===== src/rtl/deint_field_router_pkg.sv =====
// Shared types and helpers for the deinterlacer field router: packet-type codes,
// route and state encodings, and control-packet decoding.
package deint_field_router_pkg;

  localparam logic [3:0] PKT_VIDEO = 4'h0;
  localparam logic [3:0] PKT_CTRL  = 4'hF;

  typedef enum logic [1:0] {
    ROUTE_DEINT  = 2'd0,
    ROUTE_BYPASS = 2'd1,
    ROUTE_DROP   = 2'd2
  } route_t;

  localparam logic [2:0] ST_IDLE   = 3'd0;
  localparam logic [2:0] ST_CAPT   = 3'd1;
  localparam logic [2:0] ST_REPLAY = 3'd2;
  localparam logic [2:0] ST_VIDEO  = 3'd3;
  localparam logic [2:0] ST_DISC   = 3'd4;

  typedef struct packed {
    logic [15:0] width;
    logic [15:0] height;
    logic [3:0]  interlace;
  } ctrl_info_t;

  // Nibbles arrive most significant first: W[15:12] .. W[3:0], H[15:12] .. H[3:0], I.
  function automatic ctrl_info_t decode_ctrl(input logic [35:0] nibbles);
    ctrl_info_t info;
    info.width     = nibbles[35:20];
    info.height    = nibbles[19:4];
    info.interlace = nibbles[3:0];
    return info;
  endfunction

  function automatic route_t pick_route(input logic [3:0] interlace, input logic bypass_all,
                                        input logic drop_f1);
    if (bypass_all || !interlace[3])
      return ROUTE_BYPASS;
    else if (interlace[2])
      return drop_f1 ? ROUTE_DROP : ROUTE_BYPASS;
    else
      return ROUTE_DEINT;
  endfunction

endpackage


===== src/rtl/deint_field_router_if.sv =====
// Avalon-ST link (ready latency 0) used for the router's sink and both sources.
interface deint_field_router_if #(
  parameter int DATA_WIDTH = 24
);
  logic [DATA_WIDTH-1:0] data;
  logic                  valid;
  logic                  ready;
  logic                  startofpacket;
  logic                  endofpacket;

  modport master (output data, valid, startofpacket, endofpacket, input ready);
  modport slave  (input data, valid, startofpacket, endofpacket, output ready);
endinterface


===== src/rtl/deint_field_router.sv =====
// Routes each video field to the deinterlacer, the bypass path or nowhere, based on
// the preceding control packet, which is buffered and replayed to the chosen source.
module deint_field_router
  import deint_field_router_pkg::*;
#(
  parameter int BITS_PER_SYMBOL  = 8,
  parameter int SYMBOLS_PER_BEAT = 3,
  parameter bit DROP_F1          = 1'b1
) (
  input  logic                 clock,
  input  logic                 reset,
  deint_field_router_if.slave  din,
  deint_field_router_if.master deint,
  deint_field_router_if.master byp,
  input  logic                 cfg_bypass_all,
  output logic [15:0]          stat_width,
  output logic [15:0]          stat_height,
  output logic [1:0]           stat_route,
  output logic [15:0]          stat_f1_dropped
);

  localparam int DATA_WIDTH = BITS_PER_SYMBOL * SYMBOLS_PER_BEAT;

  logic [2:0]            state;
  route_t                route;
  logic                  active;
  logic [DATA_WIDTH-1:0] ctrl_buf [0:3];
  logic [2:0]            cnt;
  logic [1:0]            rptr;
  logic [1:0]            rlast;

  logic [3:0]            pkt_type;
  logic                  replaying;
  logic                  fwd;
  logic                  sel_ready;
  logic                  accept;
  logic [35:0]           ctrl_nib;
  ctrl_info_t            info;
  route_t                new_route;
  logic                  out_valid;
  logic [DATA_WIDTH-1:0] out_data;
  logic                  out_sop;
  logic                  out_eop;
  logic                  deint_on;
  logic                  byp_on;

  // A sop beat outside REPLAY is always treated as a fresh header; only video
  // beats are forwarded, everything else is absorbed by the router.
  always_comb begin
    pkt_type  = din.data[3:0];
    replaying = (state == ST_REPLAY);
    fwd       = active && !replaying &&
                ((state == ST_VIDEO && !din.startofpacket) ||
                 (din.startofpacket && pkt_type == PKT_VIDEO));
    case (route)
      ROUTE_DEINT:  sel_ready = deint.ready;
      ROUTE_BYPASS: sel_ready = byp.ready;
      default:      sel_ready = 1'b1;
    endcase
    din.ready = active && !replaying && (fwd ? sel_ready : 1'b1);
    accept    = din.valid && din.ready;
  end

  // Nibble view of beats 1..3, with the beat currently on din standing in for
  // the buffer slot it is about to fill so decode can happen on the eop beat.
  always_comb begin
    ctrl_nib = '0;
    for (int b = 1; b < 4; b++) begin
      for (int s = 0; s < 3; s++) begin
        ctrl_nib[35 - 4*((b-1)*3 + s) -: 4] = (cnt == 3'(b)) ?
            din.data[s*BITS_PER_SYMBOL +: 4] : ctrl_buf[b][s*BITS_PER_SYMBOL +: 4];
      end
    end
    info      = decode_ctrl(ctrl_nib);
    new_route = pick_route(info.interlace, cfg_bypass_all, DROP_F1);
  end

  always_comb begin
    out_valid = replaying ? 1'b1 : (fwd && din.valid);
    out_data  = replaying ? ctrl_buf[rptr] : din.data;
    out_sop   = replaying ? (rptr == 2'd0) : din.startofpacket;
    out_eop   = replaying ? (rptr == rlast) : din.endofpacket;
    deint_on  = (route == ROUTE_DEINT) && (replaying || fwd);
    byp_on    = (route == ROUTE_BYPASS) && (replaying || fwd);

    deint.valid         = deint_on && out_valid;
    deint.data          = deint_on ? out_data : '0;
    deint.startofpacket = deint_on && out_sop;
    deint.endofpacket   = deint_on && out_eop;

    byp.valid           = byp_on && out_valid;
    byp.data            = byp_on ? out_data : '0;
    byp.startofpacket   = byp_on && out_sop;
    byp.endofpacket     = byp_on && out_eop;
  end

  // stat_route is updated alongside route but resets to 0 so every status
  // output reads zero straight out of reset, even though route starts as bypass.
  always_ff @(posedge clock or posedge reset) begin
    if (reset) begin
      state           <= ST_IDLE;
      route           <= ROUTE_BYPASS;
      active          <= 1'b0;
      cnt             <= '0;
      rptr            <= '0;
      rlast           <= '0;
      stat_width      <= '0;
      stat_height     <= '0;
      stat_route      <= '0;
      stat_f1_dropped <= '0;
      for (int i = 0; i < 4; i++) ctrl_buf[i] <= '0;
    end else begin
      active <= 1'b1;
      if (replaying) begin
        if (sel_ready) begin
          if (rptr == rlast) state <= ST_IDLE;
          else               rptr  <= rptr + 2'd1;
        end
      end else if (accept) begin
        if (din.startofpacket) begin
          case (pkt_type)
            PKT_CTRL: begin
              ctrl_buf[0] <= din.data;
              cnt         <= 3'd1;
              rptr        <= '0;
              if (din.endofpacket) begin
                route      <= ROUTE_BYPASS;
                stat_route <= ROUTE_BYPASS;
                rlast      <= 2'd0;
                state      <= ST_REPLAY;
              end else begin
                state <= ST_CAPT;
              end
            end
            PKT_VIDEO: begin
              if (din.endofpacket) begin
                state <= ST_IDLE;
                if (route == ROUTE_DROP) stat_f1_dropped <= stat_f1_dropped + 16'd1;
              end else begin
                state <= ST_VIDEO;
              end
            end
            default: state <= din.endofpacket ? ST_IDLE : ST_DISC;
          endcase
        end else begin
          case (state)
            ST_CAPT: begin
              if (cnt < 3'd4) begin
                ctrl_buf[cnt[1:0]] <= din.data;
                cnt                <= cnt + 3'd1;
              end
              if (din.endofpacket) begin
                rptr <= '0;
                if (cnt >= 3'd3) begin
                  stat_width  <= info.width;
                  stat_height <= info.height;
                  route       <= new_route;
                  stat_route  <= new_route;
                  rlast       <= 2'd3;
                  state       <= (new_route == ROUTE_DROP) ? ST_IDLE : ST_REPLAY;
                end else begin
                  route      <= ROUTE_BYPASS;
                  stat_route <= ROUTE_BYPASS;
                  rlast      <= cnt[1:0];
                  state      <= ST_REPLAY;
                end
              end
            end
            ST_VIDEO: begin
              if (din.endofpacket) begin
                state <= ST_IDLE;
                if (route == ROUTE_DROP) stat_f1_dropped <= stat_f1_dropped + 16'd1;
              end
            end
            ST_DISC: begin
              if (din.endofpacket) state <= ST_IDLE;
            end
            default: ;
          endcase
        end
      end
    end
  end

endmodule


===== src/flat_wrapper.sv =====
// flat-port wrapper written by rule: the top's interface ports become plain ports
module deint_field_router_flat import deint_field_router_pkg::*;
#(
  parameter int BITS_PER_SYMBOL  = 8,
  parameter int SYMBOLS_PER_BEAT = 3,
  parameter bit DROP_F1          = 1'b1
)
  (clock, reset, cfg_bypass_all, stat_width, stat_height, stat_route, stat_f1_dropped, din_data, din_valid, din_startofpacket, din_endofpacket, din_ready, deint_data, deint_valid, deint_startofpacket, deint_endofpacket, deint_ready, byp_data, byp_valid, byp_startofpacket, byp_endofpacket, byp_ready);
  deint_field_router_if #(.DATA_WIDTH(24)) din_i ();
  deint_field_router_if #(.DATA_WIDTH(24)) deint_i ();
  deint_field_router_if #(.DATA_WIDTH(24)) byp_i ();
  input  logic clock;
  input  logic reset;
  input  logic cfg_bypass_all;
  output logic [15:0] stat_width;
  output logic [15:0] stat_height;
  output logic [1:0] stat_route;
  output logic [15:0] stat_f1_dropped;
  input wire logic [$bits(din_i.data)-1:0] din_data;
  input wire logic [$bits(din_i.valid)-1:0] din_valid;
  input wire logic [$bits(din_i.startofpacket)-1:0] din_startofpacket;
  input wire logic [$bits(din_i.endofpacket)-1:0] din_endofpacket;
  output wire logic [$bits(din_i.ready)-1:0] din_ready;
  output wire logic [$bits(deint_i.data)-1:0] deint_data;
  output wire logic [$bits(deint_i.valid)-1:0] deint_valid;
  output wire logic [$bits(deint_i.startofpacket)-1:0] deint_startofpacket;
  output wire logic [$bits(deint_i.endofpacket)-1:0] deint_endofpacket;
  input wire logic [$bits(deint_i.ready)-1:0] deint_ready;
  output wire logic [$bits(byp_i.data)-1:0] byp_data;
  output wire logic [$bits(byp_i.valid)-1:0] byp_valid;
  output wire logic [$bits(byp_i.startofpacket)-1:0] byp_startofpacket;
  output wire logic [$bits(byp_i.endofpacket)-1:0] byp_endofpacket;
  input wire logic [$bits(byp_i.ready)-1:0] byp_ready;
  assign din_i.data = din_data;
  assign din_i.valid = din_valid;
  assign din_i.startofpacket = din_startofpacket;
  assign din_i.endofpacket = din_endofpacket;
  assign din_ready = din_i.ready;
  assign deint_data = deint_i.data;
  assign deint_valid = deint_i.valid;
  assign deint_startofpacket = deint_i.startofpacket;
  assign deint_endofpacket = deint_i.endofpacket;
  assign deint_i.ready = deint_ready;
  assign byp_data = byp_i.data;
  assign byp_valid = byp_i.valid;
  assign byp_startofpacket = byp_i.startofpacket;
  assign byp_endofpacket = byp_i.endofpacket;
  assign byp_i.ready = byp_ready;
  deint_field_router #(.BITS_PER_SYMBOL(BITS_PER_SYMBOL), .SYMBOLS_PER_BEAT(SYMBOLS_PER_BEAT), .DROP_F1(DROP_F1)) u_core (.clock(clock), .reset(reset), .din(din_i), .deint(deint_i), .byp(byp_i), .cfg_bypass_all(cfg_bypass_all), .stat_width(stat_width), .stat_height(stat_height), .stat_route(stat_route), .stat_f1_dropped(stat_f1_dropped));
endmodule

===== config.mk =====
export PLATFORM = sky130hd
export DESIGN_NAME = deint_field_router_flat
export DESIGN_NICKNAME = d
export VERILOG_FILES = /design/src/rtl/deint_field_router_pkg.sv /design/src/rtl/deint_field_router_if.sv /design/src/rtl/deint_field_router.sv /design/src/flat_wrapper.sv
export SDC_FILE = /design/constraint.sdc
export NUM_CORES = 1
export LEC_CHECK = 0
export BUFFER_PORTS_ARGS = -buffer_cell sky130_fd_sc_hd__buf_4
export CORE_ASPECT_RATIO = 0.8
export CORE_MARGIN = 2
export CORE_UTILIZATION = 51
export DETAILED_ROUTE_END_ITERATION = 6
export GPL_TIMING_DRIVEN = 0
export PLACE_DENSITY = 0.76
export RECOVER_POWER = 100
export SLEW_MARGIN = 20
export SYNTH_ARGS = -nofsm -noshare
export SYNTH_HDL_FRONTEND = slang
export SYNTH_SLANG_ARGS = --single-unit

===== constraint.sdc =====
create_clock -name clock -period 5.2 [get_ports clock]
set_clock_uncertainty 0.05 [all_clocks]
set_input_delay 1.04 -clock clock [delete_from_list [all_inputs] [get_ports clock]]
set_output_delay 1.04 -clock clock [all_outputs]
set_load 0.02 [all_outputs]

==> impl_metrics.tcl, run 1 <==
set metrics [dict create \
    slowest_stage "nor4_4" \
    yosys-top-cells-count "dfrtp_1 (157), nor2_1 (101), mux2_2 (69), mux2i_1 (59), a21oi_1 (42)" \
    cts_sinks 158 \
    yosysSeqAreaShare_pct 49.01 \
    ios 137 \
    post-cts-setup-buffers 0 \
    grt_usage_pct 26.87 \
    initialDrtViolationCount 476 \
    die-height_um 116.5 \
    cts_tree "done" \
    critical_path_required_ns 4.11 \
    crit_family "simple AND/OR/NAND/NOR gates" \
    syn_nets 751 \
    multi_input_area_mm2 0.003657 \
    placed_area_mm2 0.009419 \
    cpPeakStageDelay_ns 0.53 \
    dp.cells 1062 \
    grt_pass1_vias 6054 \
    numCtsBuffers 17 \
    timing.rr.end "u_core.stat_height[11]" \
    die_x_um 144.6 \
    finalNonFillerCells 1094 \
    cts_max_path_buffers 2 \
    fin_area_mm2 0.009437 \
    peakVddDrop_v 0.0002706 \
    grt-ovfl-total 0 \
    grt_max_degree 33 \
    core_region_area_mm2 0.01565 \
    rrSetupSlack_ns 1.00 \
    ys.flop_type "dfrtp_1" \
    power_density_mw_per_mm2 427.4 \
    yosysWarnings 0 \
    syn_to_final_growth_pct 16.93 \
    dpl.hpwl_um 14910 \
    route.detailed.drc 0 \
    cp-end-kind "output pin" \
    clk_latency_ns 0.43 \
    h-tree-depth 4 \
    slew_viol_final 76 \
    start_util_pct 51.58 \
    die_area_mm2 0.01685 \
    vias 6234 \
    port_buffers 130 \
    num-nets-final 905 \
    syn_area_mm2 0.008070 \
    synth_most_common_cell "dfrtp_1" \
    violations "max-capacitance violations, max-slew violations" \
    final_util_pct 60.31 \
    viasPerCell 5.698 \
    drt_first_pass_iters 7 \
    path_buf_inv 3 \
    wl_um 21610 \
    root_buffer "clkbuf_16" \
    holdCritPathClass "reg2reg" \
    routedWlPerCell_um 19.76 \
    ff2ff_path_depth 7 \
    rsz0062_at_grt "no" \
    fin_crit_ns 4.726 \
    worstPathMaxFanout 10 \
    cts-hold-fix-buffers 0 \
    synthArstFlopShare_pct 100.0 \
    drive_above_1_share_pct 18.89 \
    path_cells "clkbuf_1 -> nor4_4 -> a32o_1 -> a21o_1 -> nand3b_1 -> clkbuf_1 -> nor2_1 -> clkbuf_1" \
    yosys.cell_types.count 53 \
    yosysTopAreaCell "dfrtp_1" \
    period_share_pct 90.88 \
    clk_pin_slew_ns 0.06 \
    cts_resized 0 \
    r2r-start "u_core.cnt[0]" \
    finalSetupTns_ns 0 \
    setup_viol 0 \
    status "complete, but fails checks" \
    place_congestion 0.8919 \
    hold_slack_ns 0.4229 \
    max_freq_ghz 0.2116 \
    worstSetupPathType "in2out" \
    drv_cap 3 \
    n_fill_cell 1383 \
    worstMarginPinSlew_ns 2.414 \
    synth_edf_count 0 \
    num_antenna_cells 0 \
    ys_ff_latch 158 \
    syn_inst 712 \
    antenna_found_initial 1 \
    maxSlewHeadroom_pct -61.31 \
    total_leakage_power_nw 4.448 \
    cp_common_cell "clkbuf_1" \
    drtAntennaViolNets 0 \
    ys_top_cells_by_area "dfrtp_1 (49%), mux2_2 (9.6%), mux2i_1 (7.3%), mux4_2 (6.7%), nor2_1 (4.7%)" \
    cp.arrival_ns 3.64 \
    timing.final.hold_violations 0 \
    rows 41 \
    critPathLaunchType "input port" \
    synth.avg_cell_area_um2 11.33 \
    grt_first_pass_wirelength_um 33350 \
    endpoint "deint_data[9]" \
    setup.worst_path.start "din_data[1]" \
    hp-start "u_core.stat_f1_dropped[15]" \
    cp.depth 8 \
    synth_top_area_share_pct 48.68 \
    regArea_mm2 0.003955 \
]
-- where the power goes --
group | internal [mW] | switching (mW) | total, mW
combinational | 0.497 | 0.840 | 1.34
clock | 0.756 | 0.496 | 1.25
sequential | 1.36 | 0.0846 | 1.44
-- registers in the layout (all words and copies together), names as in the netlist --
name / cells
u_core.stat_height: 16
u_core.active: 1
u_core.rlast: 2
u_core.cnt: 3
u_core.stat_route: 1
u_core.state: 3
u_core.route: 2
u_core.rptr: 2
u_core.ctrl_buf: 96
u_core.stat_f1_dropped: 16
u_core.stat_width: 16
-- cells by family after synthesis --
logic type      share of synthesized area, %
flops                                  49.01
simple gates                           11.22
other cells                          0.04647
mux                                    25.46
compound gates                         6.155
fa+ha+maj                              1.085
xor+xnor                               1.845
buf+inv                                5.178
-- placed cells by master (no fill, tap or decap), drive strengths merged, types with 24 or more instances in the layout --
cell	n
a21oi	42
buf	39
clkbuf	171
dfrtp	157
inv	35
mux2	82
mux2i	59
mux4	24
nand3	35
nor2	101
o21ai	27
-- worst register-to-register path, stage by stage (launching register included) --
cell,delay (ns)
dfrtp_1,0.47
ha_1,0.22
ha_1,0.14
clkbuf_1,0.23
a211oi_1,0.10
a2111oi_1,1.96
clkbuf_1,0.69
a21oi_1,0.17
-- final cells by class --
type                            count  share of cell area, %
Multi-Input combinational cell    466                  38.76
Buffer                             52                  2.307
Sequential cell                   158                  41.91
Clock buffer                       23                  5.171
Tap cell                          215                  2.851
Timing Repair Buffer              135                  6.404
Clock inverter                      9                  1.154
Inverter                           36                  1.445
-- layer usage --
metal	routed length (µm)	global-route usage [%]	vias to the layer above	share of wire (%)
li1	-	-	2804	-
met1	9531	37.69	3153	44
met2	9971	40.79	235	46
met3	1629	7.298	42	7.5
met4	479	9.515	0	2.2
met5	0	0	-	0
-- stage by stage --
step	setup slack, ns	total power [mW]
after floorplan	1.374	2.410
after global placement	0.7023	2.898
after detailed placement	0.6359	2.930
after CTS	0.6235	4.181
after global routing	0.2942	4.239
final	0.4743	4.033
-- how the worst min path moves through the flow --
stage | slack [ns] | cells past startpoint | to
after floorplan | 0.40 | 1 | u_core.ctrl_buf[20]
after global placement | 0.41 | 1 | u_core.stat_f1_dropped[15]
after detailed placement | 0.42 | 1 | u_core.stat_f1_dropped[15]
after CTS | 0.43 | 1 | u_core.stat_f1_dropped[15]
after global routing | 0.45 | 1 | u_core.stat_f1_dropped[15]
final | 0.42 | 1 | u_core.stat_f1_dropped[15]
Power figures use the tool's default switching activity.
==> run 2, diff against run 1 <==
BUFFER_PORTS_ARGS = default   (was -buffer_cell sky130_fd_sc_hd__buf_4)
CORE_UTILIZATION = 58   (was 51)
DONT_BUFFER_PORTS = 1   (was default)
==> impl_metrics.tcl, run 2 (synthesized netlist as in run 1, its figures left out) <==
set metrics [dict create \
    cts_sinks 158 \
    grt_first_pass_wirelength_um 32330 \
    r2r-start "u_core.cnt[0]" \
    grt_usage_pct 29.47 \
    n_fill_cell 1063 \
    clk_latency_ns 0.44 \
    h-tree-depth 4 \
    die_x_um 135.9 \
    hp-start "u_core.ctrl_buf[54]" \
    critPathLaunchType "input port" \
    worstSetupPathType "in2out" \
    slowest_stage "nor4_4" \
    path_cells "clkbuf_1 -> nor4_4 -> a32o_1 -> a21o_1 -> nand3b_1 -> clkbuf_1 -> nor2_1" \
    rrSetupSlack_ns 1.03 \
    mostFrequentLayoutCell "dfrtp_1" \
    vias 5838 \
    worstMarginPinSlew_ns 2.503 \
    final_cell_mix "dfrtp_1 (157), nor2_1 (101), mux2_2 (69)" \
    hold_path_depth 1 \
    top_register "u_core.ctrl_buf" \
    num_antenna_cells 0 \
    timing.rr.end "u_core.stat_height[5]" \
    max_freq_ghz 0.2174 \
    total_leakage_power_nw 4.184 \
    grt-ovfl-total 0 \
    root_buffer "clkbuf_16" \
    cts_resized 0 \
    finalSetupTns_ns 0 \
    setup.worst_path.start "din_data[1]" \
    rsz0062_at_grt "no" \
    ios 137 \
    cp.arrival_ns 3.51 \
    initialDrtViolationCount 533 \
    cpPeakStageDelay_ns 0.51 \
    wl_um 21110 \
    routedWlPerCell_um 22.72 \
    start_util_pct 59.35 \
    numCtsBuffers 17 \
    clk_pin_slew_ns 0.06 \
    cts_tree "done" \
    ff2ff_path_depth 7 \
    fin_crit_ns 4.601 \
    maxSlewHeadroom_pct -67.29 \
    timing.final.hold_violations 0 \
    syn_to_final_growth_pct 9.054 \
    power_density_mw_per_mm2 443.5 \
    setup_viol 0 \
    cts-hold-fix-buffers 0 \
    drt_first_pass_iters 5 \
    slew_viol_final 79 \
    route.detailed.drc 0 \
    cp-end-kind "output pin" \
    largest_reg_flops 96 \
    drtAntennaViolNets 0 \
    timing.final.ws_setup_ns 0.5993 \
    holdCritPathClass "reg2reg" \
    min_to "u_core.ctrl_buf[54]" \
    dpl.hpwl_um 14850 \
    worstPathMaxFanout 10 \
    final_util_pct 64.72 \
    cts_max_path_buffers 2 \
    cp_common_cell "clkbuf_1" \
    antenna_found_initial 0 \
    violations "max-capacitance violations, max-slew violations" \
    period_share_pct 88.47 \
    regArea_mm2 0.003955 \
    die_area_mm2 0.01488 \
    port_buffers 0 \
    core_region_area_mm2 0.01360 \
    hold_slack_ns 0.4419 \
    num-nets-final 775 \
    place_congestion 0.9194 \
    post-cts-setup-buffers 0 \
    grt_max_degree 37 \
    rows 38 \
    viasPerCell 6.284 \
    status "complete, but fails checks" \
    place_ws_ns 0.6691 \
    multi_input_area_mm2 0.003657 \
    peakVddDrop_v 0.0002482 \
    critical_path_required_ns 4.11 \
    die-height_um 109.5 \
    drive_above_1_share_pct 18.56 \
    drv_cap 3 \
    grt_pass1_vias 5866 \
]
run 2: cell count changes in the layout (fill, tap and decap cells not counted), sizes merged:
cell,before,now
clkbuf,171,63
buf,39,13
inv,35,39
bufinv,2,1
clkinv,3,4
run 2: final cells by class:
type	count	share of cell area, %
inverters	36	1.550
plain buffers	52	2.388
clock inverters	13	1.464
flip-flops and latches	158	44.94
repair buffers	5	0.3981
multi-input cells	466	41.56
well taps	180	2.559
clock buffers	19	5.146
run 2: per-layer routing:
metal	GRT usage, %	wire, µm
met1	39.62	8661
met3	9.359	2094
met5	0	0
met2	45.78	9900
met4	10.27	454
run 2: worst max path at each step:
| stage | depth (start not counted) | endpoint |
|---|---|---|
| 2_1_floorplan | 7 | byp_data[0] |
| 3_3_place_gp | 7 | byp_data[3] |
| 3_5_place_dp | 7 | byp_data[1] |
| 4_1_cts | 7 | byp_data[1] |
| 5_1_grt | 7 | byp_data[4] |
| 6_report | 7 | deint_data[0] |
run 2: power breakdown:
part	internal [mW]	switching, mW
combinational	0.431	0.740
sequential	1.36	0.143
clock	0.692	0.539
total	2.48	1.42
run 2: through the flow:
step           total power, mW  std cells  instance area (µm²)
2_1_floorplan            2.410        712                 8074
3_3_place_gp             2.635        892                 8299
3_5_place_dp             2.689        897                 8414
4_1_cts                  3.922        929                 8996
5_1_grt                  4.070        929                 8801
6_report                 3.904        929                 8801
run 2: critical path: cells and delay by family:
family / cells / cell delay [ns]
and+or+nand+nor: 3 / 1.32
AOI/OAI and AO/OA: 2 / 0.45
buffers and inverters: 2 / 0.69
==> run 3, diff against run 2 <==
CORE_UTILIZATION = 50   (was 58)
CTS_BUF_LIST = sky130_fd_sc_hd__clkbuf_4   (was default)
PLACE_DENSITY = 0.68   (was 0.76)
==> impl_metrics.tcl, run 3 (synthesized netlist as in run 1, its figures left out) <==
set metrics [dict create \
    core_region_area_mm2 0.01580 \
    critPathLaunchType "input port" \
    final_util_pct 53.87 \
    hold_path_depth 1 \
    worstMarginPinSlew_ns 2.715 \
    power.internal_mw 2.074 \
    port_buffers 0 \
    root_buffer "clkbuf_4" \
    clockPowerShare_pct 21.5 \
    wl_um 21430 \
    cts_max_path_buffers 2 \
    rsz0062_at_grt "no" \
    rrSetupSlack_ns 0.76 \
    cts_sinks 158 \
    largest_reg_flops 96 \
    cp-end-kind "output pin" \
    cts_resized 0 \
    p_sw_mw 1.327 \
    drt_first_pass_iters 5 \
    power_frac_comb_pct 34.3 \
    routedWlPerCell_um 22.27 \
    place_congestion 0.9066 \
    antenna_found_initial 0 \
    initialDrtViolationCount 546 \
    grt-ovfl-total 0 \
    total_leakage_power_nw 4.044 \
    syn_to_final_growth_pct 5.473 \
    peakVddDrop_v 0.0002263 \
    grt_usage_pct 25.66 \
    die-height_um 117.6 \
    holdCritPathClass "reg2reg" \
    timing.rr.end "u_core.stat_height[5]" \
    critical_path_required_ns 4.11 \
    top_register "u_core.ctrl_buf" \
    num_antenna_cells 0 \
    cts-hold-fix-buffers 0 \
    grt_first_pass_wirelength_um 33780 \
    switching_share_pct 39.01 \
    hp-start "u_core.ctrl_buf[21]" \
    dpl.hpwl_um 15200 \
    setup_viol 0 \
    cts_tree "done" \
    final_cell_mix "dfrtp_1 (157), nor2_1 (101), mux2_2 (69)" \
    worstPathMaxFanout 10 \
    power_density_mw_per_mm2 399.5 \
    viasPerCell 5.798 \
    grt_pass1_vias 5870 \
    ios 137 \
    grt_max_degree 34 \
    drv_cap 3 \
    ff2ff_path_depth 8 \
    clk_latency_ns 0.58 \
    start_util_pct 51.08 \
    r2r-start "u_core.cnt[0]" \
    status "complete, but fails checks" \
    vias 5578 \
    num-nets-final 775 \
    route.detailed.drc 0 \
    slew_viol_final 77 \
    die_area_mm2 0.01718 \
    rows 41 \
    numCtsBuffers 17 \
    violations "max-capacitance violations, max-slew violations" \
    die_x_um 146.0 \
    cp.arrival_ns 3.50 \
    maxSlewHeadroom_pct -81.44 \
    drive_above_1_share_pct 18.07 \
    mostFrequentLayoutCell "dfrtp_1" \
    timing.final.hold_violations 0 \
    post-cts-setup-buffers 0 \
    h-tree-depth 4 \
    fin_crit_ns 4.588 \
    worstSetupPathType "in2out" \
    drtAntennaViolNets 0 \
    pwr-share-seq_pct 44.1 \
    clk_pin_slew_ns 0.12 \
    min_to "u_core.ctrl_buf[21]" \
    finalSetupTns_ns 0 \
    max_freq_ghz 0.2179 \
    period_share_pct 88.24 \
]
==> run 3: stage by stage <==
step / worst slack, ns / hold WS [ns] / cells / area [µm²] / power, mW
5_1_grt: 0.4108 / 0.4849 / 962 / 8512 / 3.569
3_3_place_gp: 0.6548 / 0.4140 / 927 / 8343 / 2.667
3_5_place_dp: 0.6357 / 0.4237 / 932 / 8451 / 2.710
6_report: 0.6116 / 0.4554 / 962 / 8512 / 3.401
4_1_cts: 0.6281 / 0.3364 / 962 / 8712 / 3.427
2_1_floorplan: 1.374 / 0.4026 / 712 / 8074 / 2.410
==> run 3: routing by layer <==
layer	vias up	part of all wire [%]	global-route usage [%]
met1	2836	45	35.12
met4	0	1.2	6.857
met2	189	46	40.57
met5	-	0	0
met3	27	7.6	7.287
li1	2526	-	-
==> run 3: how the worst max path moves through the flow <==
stage / cells after the start / from / endpoint
after global placement: 7 / din_data[1] / byp_data[5]
after detailed placement: 7 / din_data[1] / byp_data[3]
after global routing: 7 / din_data[2] / byp_data[0]
final: 7 / din_data[2] / byp_data[3]
after floorplan: 7 / din_data[1] / byp_data[0]
after CTS: 7 / din_data[1] / byp_data[3]
==> run 3: layout make-up <==
class | count | area [µm²]
Clock inverter | 11 | 118.9
Inverter | 36 | 136.4
Fill cell | 1471 | 7288
Tap cell | 215 | 269.0
Multi-Input combinational cell | 466 | 3657
Clock buffer | 19 | 142.6
Timing Repair Buffer | 5 | 18.77
Sequential cell | 158 | 3955
Buffer | 52 | 214.0
==> run 3: critical path, stage by stage <==
cell and delay [ns]:
clkbuf_1 0.25, nor4_4 0.50, a32o_1 0.30, a21o_1 0.17
nand3_1 0.25, clkbuf_1 0.49, nor2_1 0.49
==> run 3: power groups by stage <==
stage / combinational [mW] / clock (mW) / sequential [mW]
4_1_cts: 1.19 / 0.736 / 1.50
5_1_grt: 1.27 / 0.784 / 1.51
6_report: 1.17 / 0.733 / 1.50
3_5_place_dp: 1.19 / 0 / 1.52
2_1_floorplan: 0.920 / 0 / 1.49
3_3_place_gp: 1.15 / 0 / 1.52
